**src/rtl/ramio_arbiter.sv**
```systemverilog
// ramio_arbiter: two-master arbiter and sequencer for the single RAMIO port.
// Optional: define RAMIO_ARBITER_ROUND_ROBIN_EN for round-robin on contention.
module ramio_arbiter #(
    parameter int ADDRESS_BITWIDTH = 32,
    parameter int DATA_WIDTH       = 32,
    parameter int TIMEOUT_CYCLES   = 4096,
    parameter int TIMEOUT_BITWIDTH = 13
) (
    input  logic                        clk,
    input  logic                        rst_n,

    input  logic                        m0_req,
    input  logic [1:0]                  m0_write_type,
    input  logic [2:0]                  m0_read_type,
    input  logic [ADDRESS_BITWIDTH-1:0] m0_address,
    input  logic [DATA_WIDTH-1:0]       m0_data_in,
    output logic                        m0_done,
    output logic                        m0_error,

    input  logic                        m1_req,
    input  logic [1:0]                  m1_write_type,
    input  logic [2:0]                  m1_read_type,
    input  logic [ADDRESS_BITWIDTH-1:0] m1_address,
    input  logic [DATA_WIDTH-1:0]       m1_data_in,
    output logic                        m1_done,
    output logic                        m1_error,

    output logic [DATA_WIDTH-1:0]       rdata,

    output logic                        ram_enable,
    output logic [1:0]                  ram_write_type,
    output logic [2:0]                  ram_read_type,
    output logic [ADDRESS_BITWIDTH-1:0] ram_address,
    output logic [DATA_WIDTH-1:0]       ram_data_in,
    input  logic [DATA_WIDTH-1:0]       ram_data_out,
    input  logic                        ram_data_out_ready,
    input  logic                        ram_busy
);

    typedef enum logic [1:0] {
        S_IDLE  = 2'd0,
        S_ISSUE = 2'd1,
        S_WAIT  = 2'd2
    } state_t;

    localparam bit WD_EN = (TIMEOUT_CYCLES > 0);
    localparam logic [TIMEOUT_BITWIDTH-1:0] TMO_LAST =
        TIMEOUT_BITWIDTH'(TIMEOUT_CYCLES - 1);

    state_t                        r_state;
    state_t                        w_state_nx;
    logic                          r_gnt;
    logic                          w_gnt_nx;
    logic                          r_en;
    logic                          w_en_nx;
    logic [1:0]                    r_wt;
    logic [1:0]                    w_wt_nx;
    logic [2:0]                    r_rt;
    logic [2:0]                    w_rt_nx;
    logic [ADDRESS_BITWIDTH-1:0]   r_addr;
    logic [ADDRESS_BITWIDTH-1:0]   w_addr_nx;
    logic [DATA_WIDTH-1:0]         r_din;
    logic [DATA_WIDTH-1:0]         w_din_nx;
    logic [DATA_WIDTH-1:0]         r_rdata;
    logic [DATA_WIDTH-1:0]         w_rdata_nx;
    logic                          r_done0;
    logic                          w_done0_nx;
    logic                          r_done1;
    logic                          w_done1_nx;
    logic                          r_err0;
    logic                          w_err0_nx;
    logic                          r_err1;
    logic                          w_err1_nx;
    logic [TIMEOUT_BITWIDTH-1:0]   r_cnt;
    logic [TIMEOUT_BITWIDTH-1:0]   w_cnt_nx;

    logic w_req0;
    logic w_req1;
    logic w_any;
    logic w_pick1;
    logic w_is_read;
    logic w_cmp;
    logic w_tmo;

    // The master whose done is showing this cycle re-requests one cycle later.
    assign w_req0 = m0_req & ~r_done0;
    assign w_req1 = m1_req & ~r_done1;
    assign w_any  = w_req0 | w_req1;

`ifdef RAMIO_ARBITER_ROUND_ROBIN_EN
    logic r_last;
    logic w_last_nx;

    // On contention grant whoever did not win last time.
    assign w_pick1 = (w_req0 & w_req1) ? ~r_last : w_req1;
`else
    // Fixed priority: fetch always beats load/store.
    assign w_pick1 = ~w_req0 & w_req1;
`endif

    assign w_is_read = |r_rt[1:0];
    assign w_cmp     = ~ram_busy & (~w_is_read | ram_data_out_ready);
    assign w_tmo     = WD_EN & (r_cnt == TMO_LAST);

    // Next-state and next-register logic for the sequencer.
    always_comb begin
        w_state_nx = r_state;
        w_gnt_nx   = r_gnt;
        w_en_nx    = r_en;
        w_wt_nx    = r_wt;
        w_rt_nx    = r_rt;
        w_addr_nx  = r_addr;
        w_din_nx   = r_din;
        w_rdata_nx = r_rdata;
        w_done0_nx = 1'b0;
        w_done1_nx = 1'b0;
        w_err0_nx  = 1'b0;
        w_err1_nx  = 1'b0;
        w_cnt_nx   = r_cnt;
`ifdef RAMIO_ARBITER_ROUND_ROBIN_EN
        w_last_nx  = r_last;
`endif
        unique case (r_state)
            S_IDLE: begin
                if (w_any) begin
                    w_gnt_nx   = w_pick1;
                    w_en_nx    = 1'b1;
                    w_wt_nx    = w_pick1 ? m1_write_type : m0_write_type;
                    w_rt_nx    = w_pick1 ? m1_read_type  : m0_read_type;
                    w_addr_nx  = w_pick1 ? m1_address    : m0_address;
                    w_din_nx   = w_pick1 ? m1_data_in    : m0_data_in;
                    w_state_nx = S_ISSUE;
`ifdef RAMIO_ARBITER_ROUND_ROBIN_EN
                    w_last_nx  = w_pick1;
`endif
                end
            end
            S_ISSUE: begin
                w_cnt_nx   = '0;
                w_state_nx = S_WAIT;
            end
            S_WAIT: begin
                if (w_cmp || w_tmo) begin
                    w_en_nx    = 1'b0;
                    w_wt_nx    = 2'b00;
                    w_rt_nx    = 3'b000;
                    w_done0_nx = ~r_gnt;
                    w_done1_nx = r_gnt;
                    w_state_nx = S_IDLE;
                    if (w_cmp) begin
                        if (w_is_read) begin
                            w_rdata_nx = ram_data_out;
                        end
                    end else begin
                        w_rdata_nx = '0;
                        w_err0_nx  = ~r_gnt;
                        w_err1_nx  = r_gnt;
                    end
                end else if (r_cnt != '1) begin
                    w_cnt_nx = r_cnt + 1'b1;
                end
            end
            default: begin
                w_state_nx = S_IDLE;
            end
        endcase
    end

    // State and all output-driving registers.
    always_ff @(posedge clk or negedge rst_n) begin
        if (!rst_n) begin
            r_state <= S_IDLE;
            r_gnt   <= 1'b0;
            r_en    <= 1'b0;
            r_wt    <= 2'b00;
            r_rt    <= 3'b000;
            r_addr  <= '0;
            r_din   <= '0;
            r_rdata <= '0;
            r_done0 <= 1'b0;
            r_done1 <= 1'b0;
            r_err0  <= 1'b0;
            r_err1  <= 1'b0;
            r_cnt   <= '0;
        end else begin
            r_state <= w_state_nx;
            r_gnt   <= w_gnt_nx;
            r_en    <= w_en_nx;
            r_wt    <= w_wt_nx;
            r_rt    <= w_rt_nx;
            r_addr  <= w_addr_nx;
            r_din   <= w_din_nx;
            r_rdata <= w_rdata_nx;
            r_done0 <= w_done0_nx;
            r_done1 <= w_done1_nx;
            r_err0  <= w_err0_nx;
            r_err1  <= w_err1_nx;
            r_cnt   <= w_cnt_nx;
        end
    end

`ifdef RAMIO_ARBITER_ROUND_ROBIN_EN
    // Last-grant pointer starts at master 1 so master 0 wins first.
    always_ff @(posedge clk or negedge rst_n) begin
        if (!rst_n) begin
            r_last <= 1'b1;
        end else begin
            r_last <= w_last_nx;
        end
    end
`endif

    assign m0_done        = r_done0;
    assign m1_done        = r_done1;
    assign m0_error       = r_err0;
    assign m1_error       = r_err1;
    assign rdata          = r_rdata;
    assign ram_enable     = r_en;
    assign ram_write_type = r_wt;
    assign ram_read_type  = r_rt;
    assign ram_address    = r_addr;
    assign ram_data_in    = r_din;

endmodule

```
**config.mk**
```make
export PLATFORM = sky130hd
export DESIGN_NAME = ramio_arbiter
export DESIGN_NICKNAME = d
export VERILOG_FILES = /design/src/rtl/ramio_arbiter.sv
export SDC_FILE = /design/constraint.sdc
export NUM_CORES = 1
export LEC_CHECK = 0
export CORE_MARGIN = 1
export CORE_UTILIZATION = 40
export CTS_CLUSTER_SIZE = 8
export DETAILED_ROUTE_END_ITERATION = 7
export PLACE_DENSITY = 0.81
export SLEW_MARGIN = 10
export SYNTH_ARGS = -nofsm -noshare
export SYNTH_HDL_FRONTEND = slang
export SYNTH_SLANG_ARGS = --single-unit
```
**constraint.sdc**
```tcl
create_clock -name clk -period 2.5 [get_ports clk]
set_input_delay 0.5 -clock clk [delete_from_list [all_inputs] [get_ports clk]]
set_output_delay 0.5 -clock clk [all_outputs]
set_load 0.01 [all_outputs]
```
==> results.md, run 1 <==
* Status: finished clean
* Post-synthesis sequential area ratio at 55.2%
* RD Place Congestion at 0.872
* Clock Tree Root: clkbuf_16
* I/O pin total at 282
* Die area at 0.0143 sq mm
* GRT Overall Usage at 24.4%
* Minimum clock period at 2.19 ns
* CTS Sinks at 122
* Post-route setup TNS at 0 ns
* RSZ-0062 raised after global routing: false
* Post-synth EDFFs at 0
* Vias per cell at 5.16
* Slew Viols, Final at 0
* Final instance area at 0.00917 sq mm
* Seq cells post-synth at 122
* Clk pin slew, worst setup/hold paths at 0.06 ns
* Peak Freq at 456 MHz
* Worst slack, placed at 0.0891 ns
* Area grow syn2layout at 66.0%
* Worst slew margin at 17.4%
* Worst Path Arrival at 2.48 ns
* Largest net degree at the start of global routing at 81
* Mapped Area at 0.00553 sq mm
* Number of buffers on the longest clock path at 2
* Lkg Pwr at 0.00415 uW
* FFs w/ async S/R, synth at 100%
* Final WL at 17100 microns
* Yosys Warn Count at 0
* Share of post-route cells with drive strength above 1 at 7.39%
* Final worst slack at 0.307 ns
* CTS tree: done
* Row cnt at 42
* Flop-to-flop setup slack at 0.31 ns
* GRT overflow at 0
* Routed Antenna Nets at 0
* Hold Buf Count CTS at 0
* Net Count, Synth at 683
* Syn Inst Count at 506
* Later-pin clock latency in the skew report at 0.41 ns
* Mean post-synth cell area at 10.9 sq um
* Final Hold Vio Count at 0
* Die Ht at 120 microns
* Final Cycle Share at 87.7%
* Critical path class: register to register
* Slew @ Worst Pin at 1.24 ns
* Final setup fails at 0
* First-pass GRT wire length at 27000 microns
* CP required at 2.79 ns
* Initial antenna violation count at 0
* Initial drt markers at 326
* Vias at 5021
* CP max FO at 32
* Hold WC Path Type: input port to asynchronous set/reset pin
* CTS buffer count at 17
* Min Hold Slack at 0.0465 ns
* Number of global-route vias before repair at 5209
* Post-CTS sizing at 0
* Layout Nets at 962
* Placed inst area at 0.00860 sq mm
* Critical Path Start: r_state[1]$_DFFE_PN0P_
* DP HPWL at 13000 microns
* Reg-to-Reg Start: r_state[1]$_DFFE_PN0P_
* Post-CTS Setup Bufs at 0
* Core area at 0.0133 sq mm
* CTS H-tree lvls at 4
* Pwr/cell area at 1090 mW/mm^2
* Effective utilization at floorplan at 41.4%
* DR WL/cell at 17.5 microns
* Die W at 120 microns
* First drt pass iteration count at 5
* Setup Skew at 0.00420 ns
* N_diodes at 0
* Worst setup SP type: register
* PortBufs at 281
* Layout fillers at 1034
* Detailed-route DRC error count at 0
* Max cap viols at 0
* Post-route core utilization at 68.7%
* Worst vdd rail ir drop at 0.905 mV
* Library cells used by synthesis at 50
* Primary FF master, synth: dfrtp_1
* Crit path capture type: register
==> routing by layer <==
layer  track usage (%)  part of all wire, %  up-vias  wire length (microns)
li1                  -                    -     2391                      -
met1              28.1                   39     2393                   6660
met2              44.1                   53      210                   9000
met3              5.75                  6.0       27                   1030
met4              8.59                  2.1        0                    365
met5                 0                    0        -                      0
==> placed cells by master (no fill, tap or decap), types with 3 or more instances in the layout <==
cell,netlist,layout
o22ai_1,5,5
o21ai_0,69,69
and2_1,4,4
a22o_1,32,32
nand2_1,81,81
nand3_1,10,10
inv_6,0,5
clkbuf_16,0,17
buf_12,0,7
o211ai_1,3,3
and3_1,3,3
nor2_1,9,8
dfrtp_1,122,122
mux2i_1,71,71
inv_1,7,7
clkinv_4,0,3
clkdlybuf4s50_1,0,280
nor2b_1,4,4
nor4_1,4,4
o311ai_0,5,5
nor3_1,3,3
clkinvlp_4,0,5
buf_4,2,7
==> path summary, 6_finish.rpt <==
| path | end | depth (start not counted) |
|---|---|---|
| hold reg to reg | m0_error$_DFF_PN0_ | 1 |
| max in group asynchronous | ram_address[4]$_DFFE_PN0P_ | 2 |
| setup reg to reg | rdata[24]$_DFFE_PN0P_ | 4 |
| setup / recovery | rdata[24]$_DFFE_PN0P_ | 4 |
| min in group clk | m0_error$_DFF_PN0_ | 1 |
| hold / removal | rdata[11]$_DFFE_PN0P_ | 1 |
==> worst max-delay path: stages, from the launching register on <==
cell	delay (ns)
dfrtp_1	0.66
or3b_4	0.47
nor4_4	0.22
o32ai_4	0.36
a22o_1	0.36
==> where the power goes <==
part	total (uW)	switching (uW)	internal, uW
combinational	4250	1920	2330
clock	2310	933	1380
sequential	3410	562	2850
==> cells in the mapped netlist (4+ instances only) <==
| master | number | area share (%) |
|---|---|---|
| nor4_1 | 4 | 0.45 |
| o22ai_1 | 5 | 0.57 |
| o21ai_0 | 69 | 6.2 |
| inv_1 | 7 | 0.48 |
| dfrtp_1 | 122 | 55 |
| clkbuf_1 | 19 | 1.3 |
| nor2_1 | 9 | 0.61 |
| and2_1 | 4 | 0.45 |
| mux2i_1 | 71 | 13 |
| o311ai_0 | 5 | 0.79 |
| buf_2 | 10 | 0.91 |
| nor2b_1 | 4 | 0.45 |
| a22o_1 | 32 | 5.1 |
| nand3_1 | 10 | 0.91 |
| nand2_1 | 81 | 5.5 |
==> cell families (layout without fill, tap and decap cells) <==
kind of cell / after synthesis / count (layout) / synth area share (%)
adders and majority gates: 1 / 1 / 0.226
DFF: 122 / 122 / 55.2
muxes: 71 / 71 / 12.9
and+or+nand+nor: 137 / 137 / 12.1
AOI/OAI and AO/OA: 134 / 134 / 16.0
buffers and inverters: 41 / 333 / 3.55
==> stage by stage <==
| stage | cells | total power, uW |
|---|---|---|
| after global placement | 942 | 7530 |
| after detailed placement | 942 | 7680 |
| after global routing | 974 | 10600 |
| after floorplan | 506 | 5170 |
| after CTS | 974 | 10100 |
| final | 974 | 9970 |
==> sequential cells by signal, summed over array words and instances (netlist names) <==
register,flops
ram_write_type,2
m0_error,1
ram_enable,1
r_gnt,1
ram_address,32
m1_error,1
r_cnt,13
rdata,32
ram_data_in,32
r_state,2
m0_done,1
ram_read_type,3
m1_done,1
==> final cells by class <==
cell class | instances | area (sq um) | share of cell area, %
multi-input combinational | 343 | 2310 | 25.2
clock inverter | 15 | 143 | 1.56
tap | 176 | 220 | 2.40
sequential | 122 | 3050 | 33.3
timing repair buffer | 294 | 3000 | 32.7
clock buffer | 17 | 425 | 4.64
inverter | 7 | 26.3 | 0.286
No activity file was read; power rests on OpenSTA's default activity.
==> inputs of run 2 (changes only) <==
Clock period 2.5 ns to 2.73 ns, I/O delays scaled along.
==> results.md, run 2 (same netlist as run 1, synthesis figures left out) <==
* Status: finished clean
* RSZ-0062 raised after global routing: false
* CTS tree: done
* Clk pin slew, worst setup/hold paths at 0.06 ns
* GRT Overall Usage at 24.5%
* GRT overflow at 0
* Final Hold Vio Count at 0
* Non-filler instance count after layout at 971
* Lkg Pwr at 0.00414 uW
* Initial drt markers at 328
* Crit path capture type: register
* CTS buffer count at 17
* Post-CTS sizing at 0
* Core area at 0.0133 sq mm
* N_diodes at 0
* PortBufs at 281
* Max cap viols at 0
* Minimum clock period at 2.18 ns
* Later-pin clock latency in the skew report at 0.42 ns
* Vias at 5026
* Crit-path cells: or3b_4 -> nor4_4 -> o32ai_4 -> a22o_1
* Routed Antenna Nets at 0
* CTS H-tree lvls at 4
* Post-CTS Setup Bufs at 0
* Cell count after placement at 939
* Post-route setup TNS at 0 ns
* Area grow syn2layout at 65.6%
* Worst setup SP type: register
* Pwr/cell area at 1010 mW/mm^2
* Worst vdd rail ir drop at 0.498 mV
* Setup Skew at 0.00601 ns
* CP peak stage delay at 0.66 ns
* DR WL/cell at 17.5 microns
* R2r worst-path depth at 4
* Final Cycle Share at 79.9%
* Largest net degree at the start of global routing at 86
* Share of post-route cells with drive strength above 1 at 6.67%
* Most common cell after layout, fill and taps aside: clkdlybuf4s50_1
* RD Place Congestion at 0.892
* Most frequent cells in the layout: 280 x clkdlybuf4s50_1, 122 x dfrtp_1, 81 x nand2_1
* Layout Nets at 959
* Slew @ Worst Pin at 1.21 ns
* CTS Sinks at 122
* CP max FO at 32
* Final setup fails at 0
* Slew Viols, Final at 0
* I/O pin total at 282
* Number of global-route vias before repair at 5159
* DP HPWL at 12800 microns
* First drt pass iteration count at 5
* First-pass GRT wire length at 27000 microns
* Final WL at 17000 microns
* Critical path class: register to register
* Row cnt at 42
* Worst slew margin at 19.3%
* Die area at 0.0143 sq mm
* Effective utilization at floorplan at 41.4%
* Worst Path Arrival at 2.48 ns
* Clock Tree Root: clkbuf_16
* CP required at 3.03 ns
* Post-route core utilization at 68.6%
* Slowest cell on the critical path: dfrtp_1
* Number of buffers on the longest clock path at 2
* Die Ht at 120 microns
* Hold WC Path Type: input port to asynchronous set/reset pin
* Vias per cell at 5.18
* Die W at 120 microns
* Initial antenna violation count at 0
* Hold Buf Count CTS at 0
* Peak Freq at 459 MHz
* Detailed-route DRC error count at 0
## run 2: changes by cell type in the layout (fill, tap and decap cells not counted), sizes merged
cell,before,now
buf,14,11
bufinv,1,3
clkbuf,17,22
clkinv,4,1
inv,12,8
## run 2: layer usage
metal	wire (microns)	global-route usage [%]	part of all wire (%)
met1	6700	28.4	39
met2	8780	43.1	52
met3	1030	5.66	6.1
met4	520	10.8	3.1
met5	0	0	0
## run 2: path summary, 6_finish.rpt
| check | slack, ns | endpoint | from |
|---|---|---|---|
| min in group clk | 0.47 | m0_error$_DFF_PN0_ | r_gnt$_DFFE_PN0P_ |
| max in group asynchronous | 1.86 | rdata[5]$_DFFE_PN0P_ | rst_n |
| setup / recovery | 0.55 | rdata[12]$_DFFE_PN0P_ | r_state[1]$_DFFE_PN0P_ |
| setup reg to reg | 0.55 | rdata[12]$_DFFE_PN0P_ | r_state[1]$_DFFE_PN0P_ |
| hold reg to reg | 0.47 | m0_error$_DFF_PN0_ | r_gnt$_DFFE_PN0P_ |
| hold / removal | 0.13 | rdata[11]$_DFFE_PN0P_ | rst_n |
## run 2: layout make-up
class | instances | area (sq um)
clock buffers | 22 | 464
clock inverters | 10 | 141
fillers | 998 | 4200
inverters | 7 | 26.3
multi-input cells | 343 | 2310
flip-flops and latches | 122 | 3050
well taps | 176 | 220
repair buffers | 291 | 2940
## run 2: through the flow
stage	hold slack [ns]	cell area (sq um)	power [uW]	setup WS, ns
after floorplan	0.250	5530	4730	0.929
after global placement	0.462	8540	6840	0.360
after detailed placement	0.470	8540	6990	0.271
after CTS	0.136	9150	9330	0.581
after global routing	0.173	9150	9780	0.443
final	0.134	9150	9250	0.550
## run 2: power breakdown
group	switching, uW	leakage, uW	internal, uW	total, uW
Clock	808	0.000279	1480	2290
Sequential	534	0.00155	2610	3140
Combinational	1730	0.00232	2090	3820
## run 2: worst max-delay path, delay by kind of cell, from the launching register on
family | cells | cell delay (ns)
AO/OA/AOI/OAI | 2 | 0.70
AND/OR/NAND/NOR | 2 | 0.69
flip-flops | 1 | 0.66
==> inputs of run 3 (changes only) <==
Clock period 2.73 ns to 2.25 ns, I/O delays scaled along.
==> results.md, run 3 (same netlist as run 1, synthesis figures left out) <==
* Sequential power share at 33.0%
* Die area at 0.0143 sq mm
* DP HPWL at 13100 microns
* Minimum clock period at 2.15 ns
* Final Cycle Share at 95.6%
* I/O pin total at 282
* Row cnt at 42
* Largest net degree at the start of global routing at 78
* CTS Sinks at 122
* Area grow syn2layout at 67.4%
* Clk pin slew, worst setup/hold paths at 0.06 ns
* Share of post-route cells with drive strength above 1 at 7.86%
* Final setup fails at 0
* Post-CTS sizing at 0
* First-pass GRT wire length at 26700 microns
* Initial drt markers at 302
* Routed Antenna Nets at 0
* Effective utilization at floorplan at 41.4%
* Worst setup SP type: register
* Vias per cell at 5.26
* Critical path class: register to register
* Hold WC Path Type: input port to asynchronous set/reset pin
* Sw power at 3880 uW
* Non-filler instance count after layout at 978
* Multi-input gate area at 0.00231 sq mm
* Lkg Pwr at 0.00421 uW
* PortBufs at 281
* Max cap viols at 0
* Slowest cell on the critical path: dfrtp_1
* CP required at 2.55 ns
* Int Pwr at 7560 uW
* Pwr/cell area at 1240 mW/mm^2
* Slew Viols, Final at 0
* Die Ht at 120 microns
* Layout fillers at 998
* Detailed-route DRC error count at 0
* N_diodes at 0
* Slew @ Worst Pin at 1.21 ns
* Die W at 120 microns
* Setup Skew at 0.0112 ns
* CTS tree: done
* Clock Tree Root: clkbuf_16
* Cell count after placement at 946
* Final WL at 17200 microns
* Post-route setup TNS at 0 ns
* Post-CTS Setup Bufs at 0
* Core area at 0.0133 sq mm
* Worst Path Arrival at 2.45 ns
* DR WL/cell at 17.6 microns
* Layout Nets at 966
* Hold Buf Count CTS at 0
* CP top delay family: compound AO/OA/AOI/OAI gates
* Most common cell after layout, fill and taps aside: clkdlybuf4s50_1
* RSZ-0062 raised after global routing: false
* Post-route core utilization at 69.3%
* GRT overflow at 0
* Worst slew margin at 19.6%
* Vias at 5145
* Peak Freq at 465 MHz
* Number of global-route vias before repair at 5246
* Switch share at 33.9%
* CTS H-tree lvls at 4
* Initial antenna violation count at 0
* Worst vdd rail ir drop at 0.877 mV
* RD Place Congestion at 0.925
* Sequential cell area at 0.00305 sq mm
* Number of buffers on the longest clock path at 2
* GRT Overall Usage at 24.2%
* Later-pin clock latency in the skew report at 0.42 ns
* Crit path capture type: register
* Status: finished clean
* First drt pass iteration count at 6
* Crit-path cells: ha_1 -> nand4_2 -> nor4_4 -> o32ai_4 -> a22o_1
* Most frequent cells in the layout: 280 x clkdlybuf4s50_1, 122 x dfrtp_1, 81 x nand2_1
* Clock power share at 25.3%
* Final Hold Vio Count at 0
* CP peak stage delay at 0.42 ns
* WP buf/inv at 0
* Combinational share of power at 41.7%
* CP max FO at 32
* CTS buffer count at 17
-- run 3: cell count changes in the layout (fill, tap and decap cells not counted), sizes merged --
cell,change
clkinv,-1
buf,+7
inv,+10
clkinvlp,-4
clkbuf,-5
-- run 3: path summary, 6_finish.rpt --
check	startpoint	to	slack, ns	depth (start not counted)
worst max-delay path	r_cnt[0]$_DFFE_PN0P_	rdata[13]$_DFFE_PN0P_	0.1	5
worst min-delay path	rst_n	rdata[9]$_DFFE_PN0P_	0.05	1
worst max register to register	r_cnt[0]$_DFFE_PN0P_	rdata[13]$_DFFE_PN0P_	0.1	5
worst min register to register	ram_data_in[26]$_DFFE_PN0P_	ram_data_in[26]$_DFFE_PN0P_	0.47	2
max in group asynchronous	rst_n	ram_data_in[25]$_DFFE_PN0P_	1.52	2
min in group clk	ram_data_in[26]$_DFFE_PN0P_	ram_data_in[26]$_DFFE_PN0P_	0.47	2
-- run 3: area by class of cell --
| class | instances | area share, % |
|---|---|---|
| flip-flops and latches | 122 | 33.0 |
| repair buffers | 298 | 32.6 |
| multi-input cells | 343 | 25.0 |
| clock buffers | 17 | 4.60 |
| well taps | 176 | 2.38 |
| clock inverters | 15 | 2.18 |
| inverters | 7 | 0.284 |
-- run 3: power by group through the flow --
stage,registers [uW],clock network [uW],logic [uW]
floorplan,4130,0,1620
global placement,3750,0,4650
detailed placement,3800,0,4770
CTS,3780,2950,4800
global route,3890,3040,5110
finish,3780,2890,4760
-- run 3: stage by stage --
step                      hold slack [ns]  setup slack, ns  instance area [sq um]  power (uW)
after global routing               0.0901           0.0135                   9250       12000
final                              0.0477           0.0980                   9250       11400
after global placement              0.462          -0.0260                   8620        8390
after detailed placement            0.470          -0.0945                   8620        8580
after CTS                          0.0456            0.136                   9250       11500
after floorplan                     0.154            0.535                   5530        5740
-- run 3: per-layer routing --
metal,global-route usage (%),wire length (microns),vias to the layer above
li1,-,-,2394
met1,27.2,6740,2471
met2,43.4,8910,234
met3,5.09,1010,46
met4,11.8,565,0
met5,0,0,-
==> RTL edit: new RTL, settings of run 3 <==
Take the reset off `r_din` and load it in a clocked block of its own.
--- a/src/rtl/ramio_arbiter.sv
+++ b/src/rtl/ramio_arbiter.sv
@@ -175,7 +175,6 @@
             r_wt    <= 2'b00;
             r_rt    <= 3'b000;
             r_addr  <= '0;
-            r_din   <= '0;
             r_rdata <= '0;
             r_done0 <= 1'b0;
             r_done1 <= 1'b0;
@@ -189,7 +188,6 @@
             r_wt    <= w_wt_nx;
             r_rt    <= w_rt_nx;
             r_addr  <= w_addr_nx;
-            r_din   <= w_din_nx;
             r_rdata <= w_rdata_nx;
             r_done0 <= w_done0_nx;
             r_done1 <= w_done1_nx;
@@ -197,6 +195,10 @@
             r_err1  <= w_err1_nx;
             r_cnt   <= w_cnt_nx;
         end
+    end
+
+    always_ff @(posedge clk) begin
+        r_din <= w_din_nx;
     end
 
 `ifdef RAMIO_ARBITER_ROUND_ROBIN_EN
Function: changed (Yosys sat finds a counterexample within 4 cycles, from zero or initial values and one cycle with rst_n low).
==> RTL edit against run 3 <==
- first-iteration DRC count fell by 8.3%
- sequential power fell by 2%
- synthesized area decreased by 3.6%
- worst setup slack worse by 0.020 ns
- design area decreased by 0.73%
- final cell count down 7.0%
- wire length up 3.3%
- sequential cell count unchanged
- power decreased by 4.7%
- critical endpoint is now rdata[19]
- largest cell class unchanged
==> RTL edit: results <==
export IMPL_internal_pwr_total_mw=7.498
export IMPL_vdd_ir_drop_max_v=0.0005991
export IMPL_synth_enable_flop_cells=32
export IMPL_use_met2_pct=45.04
export IMPL_grt_pass1_wl_um=26900
export IMPL_synth_cells=426
export IMPL_switching_share_pct=31.18
export IMPL_buffer_area_share_pct=33.14
export IMPL_register_area_um2=3213
export IMPL_finalHoldWorstSlack_ns=0.02969
export IMPL_layout_nets=902
export IMPL_run_status="complete, no violations"
export IMPL_power_leakage_nw=3.864
export IMPL_layout_non_clock_inverters=6
export IMPL_critical_path_slowest_cell="or4_4"
export IMPL_clock_skew_final_ns=0.005808
export IMPL_layout_clock_buffers=23
export IMPL_yosys_top_cells_area="dfrtp_1, edfxtp_1, mux2_2"
export IMPL_via_count_of_the_first_global_routing_pass=4865
export IMPL_comb_pwr_mw=4.27
export IMPL_grt_use_met3_pct=6.226
export IMPL_n_fill_cell=902
export IMPL_drt_vias_per_instance=5.199
export IMPL_clock_fmax_mhz=460.4
export IMPL_buffers=302
export IMPL_multi_input_area_share_pct=22.19
export IMPL_final_util_pct=71.59
export IMPL_synthesis_nets=603
export IMPL_drt_wirelength_per_cell_um=19.55
export IMPL_dp_cells=875
export IMPL_rows=41
export IMPL_path_delay_family="simple AND/OR/NAND/NOR gates"
export IMPL_num_multi_input_gates=276
export IMPL_drt_wirelength_um=17790
export IMPL_ys_top_cells_by_count="dfrtp_1, nand2_1, o21ai_0"
export IMPL_drt_pre_antenna_iters=5
export IMPL_grt_util_all_layers_pct=25.68
export IMPL_clockNetworkAreaShare_pct=7.086
export IMPL_pre_cts_slack_ns=-0.05055
export IMPL_met1_demand_to_capacity_share_in_global_routing_pct=29.43
export IMPL_slew_headroom_pct=32.24
export IMPL_detailedRoute_firstIterationViolations=277
export IMPL_worst_case_register_to_register_setup_slack_ns=0.08
export IMPL_async_flop_share_pct=73.77
export IMPL_place_congestion=0.9395
export IMPL_clkLatencyLatePin_ns=0.40
## RTL edit: changes by cell type after synthesis, sizes merged, moves of 4 or more
| cell | before | now |
|---|---|---|
| mux2i | 71 | 33 |
| dfrtp | 122 | 90 |
| edfxtp | 0 | 32 |
| mux2 | 0 | 32 |
| o21ai | 70 | 39 |
| nand2 | 81 | 51 |
| nand3 | 11 | 4 |
| clkbuf | 19 | 14 |
| nor2 | 9 | 4 |
| buf | 15 | 11 |
| o22ai | 5 | 9 |
## RTL edit: layer usage
metal	vias to the layer above	wire length, um
li1	2204	-
met1	2236	6970
met2	243	9177
met3	48	1028
met4	0	615
met5	-	0
## RTL edit: cell families (layout without fill, tap and decap cells)
family | after synthesis | count (layout) | synth area share, %
compound gates | 111 | 114 | 14.69
xor+xnor | 1 | 1 | 0.1645
fa+ha+maj | 1 | 1 | 0.2349
buf+inv | 31 | 340 | 2.631
flops | 122 | 122 | 60.34
mux | 65 | 65 | 12.97
simple gates | 95 | 95 | 8.975
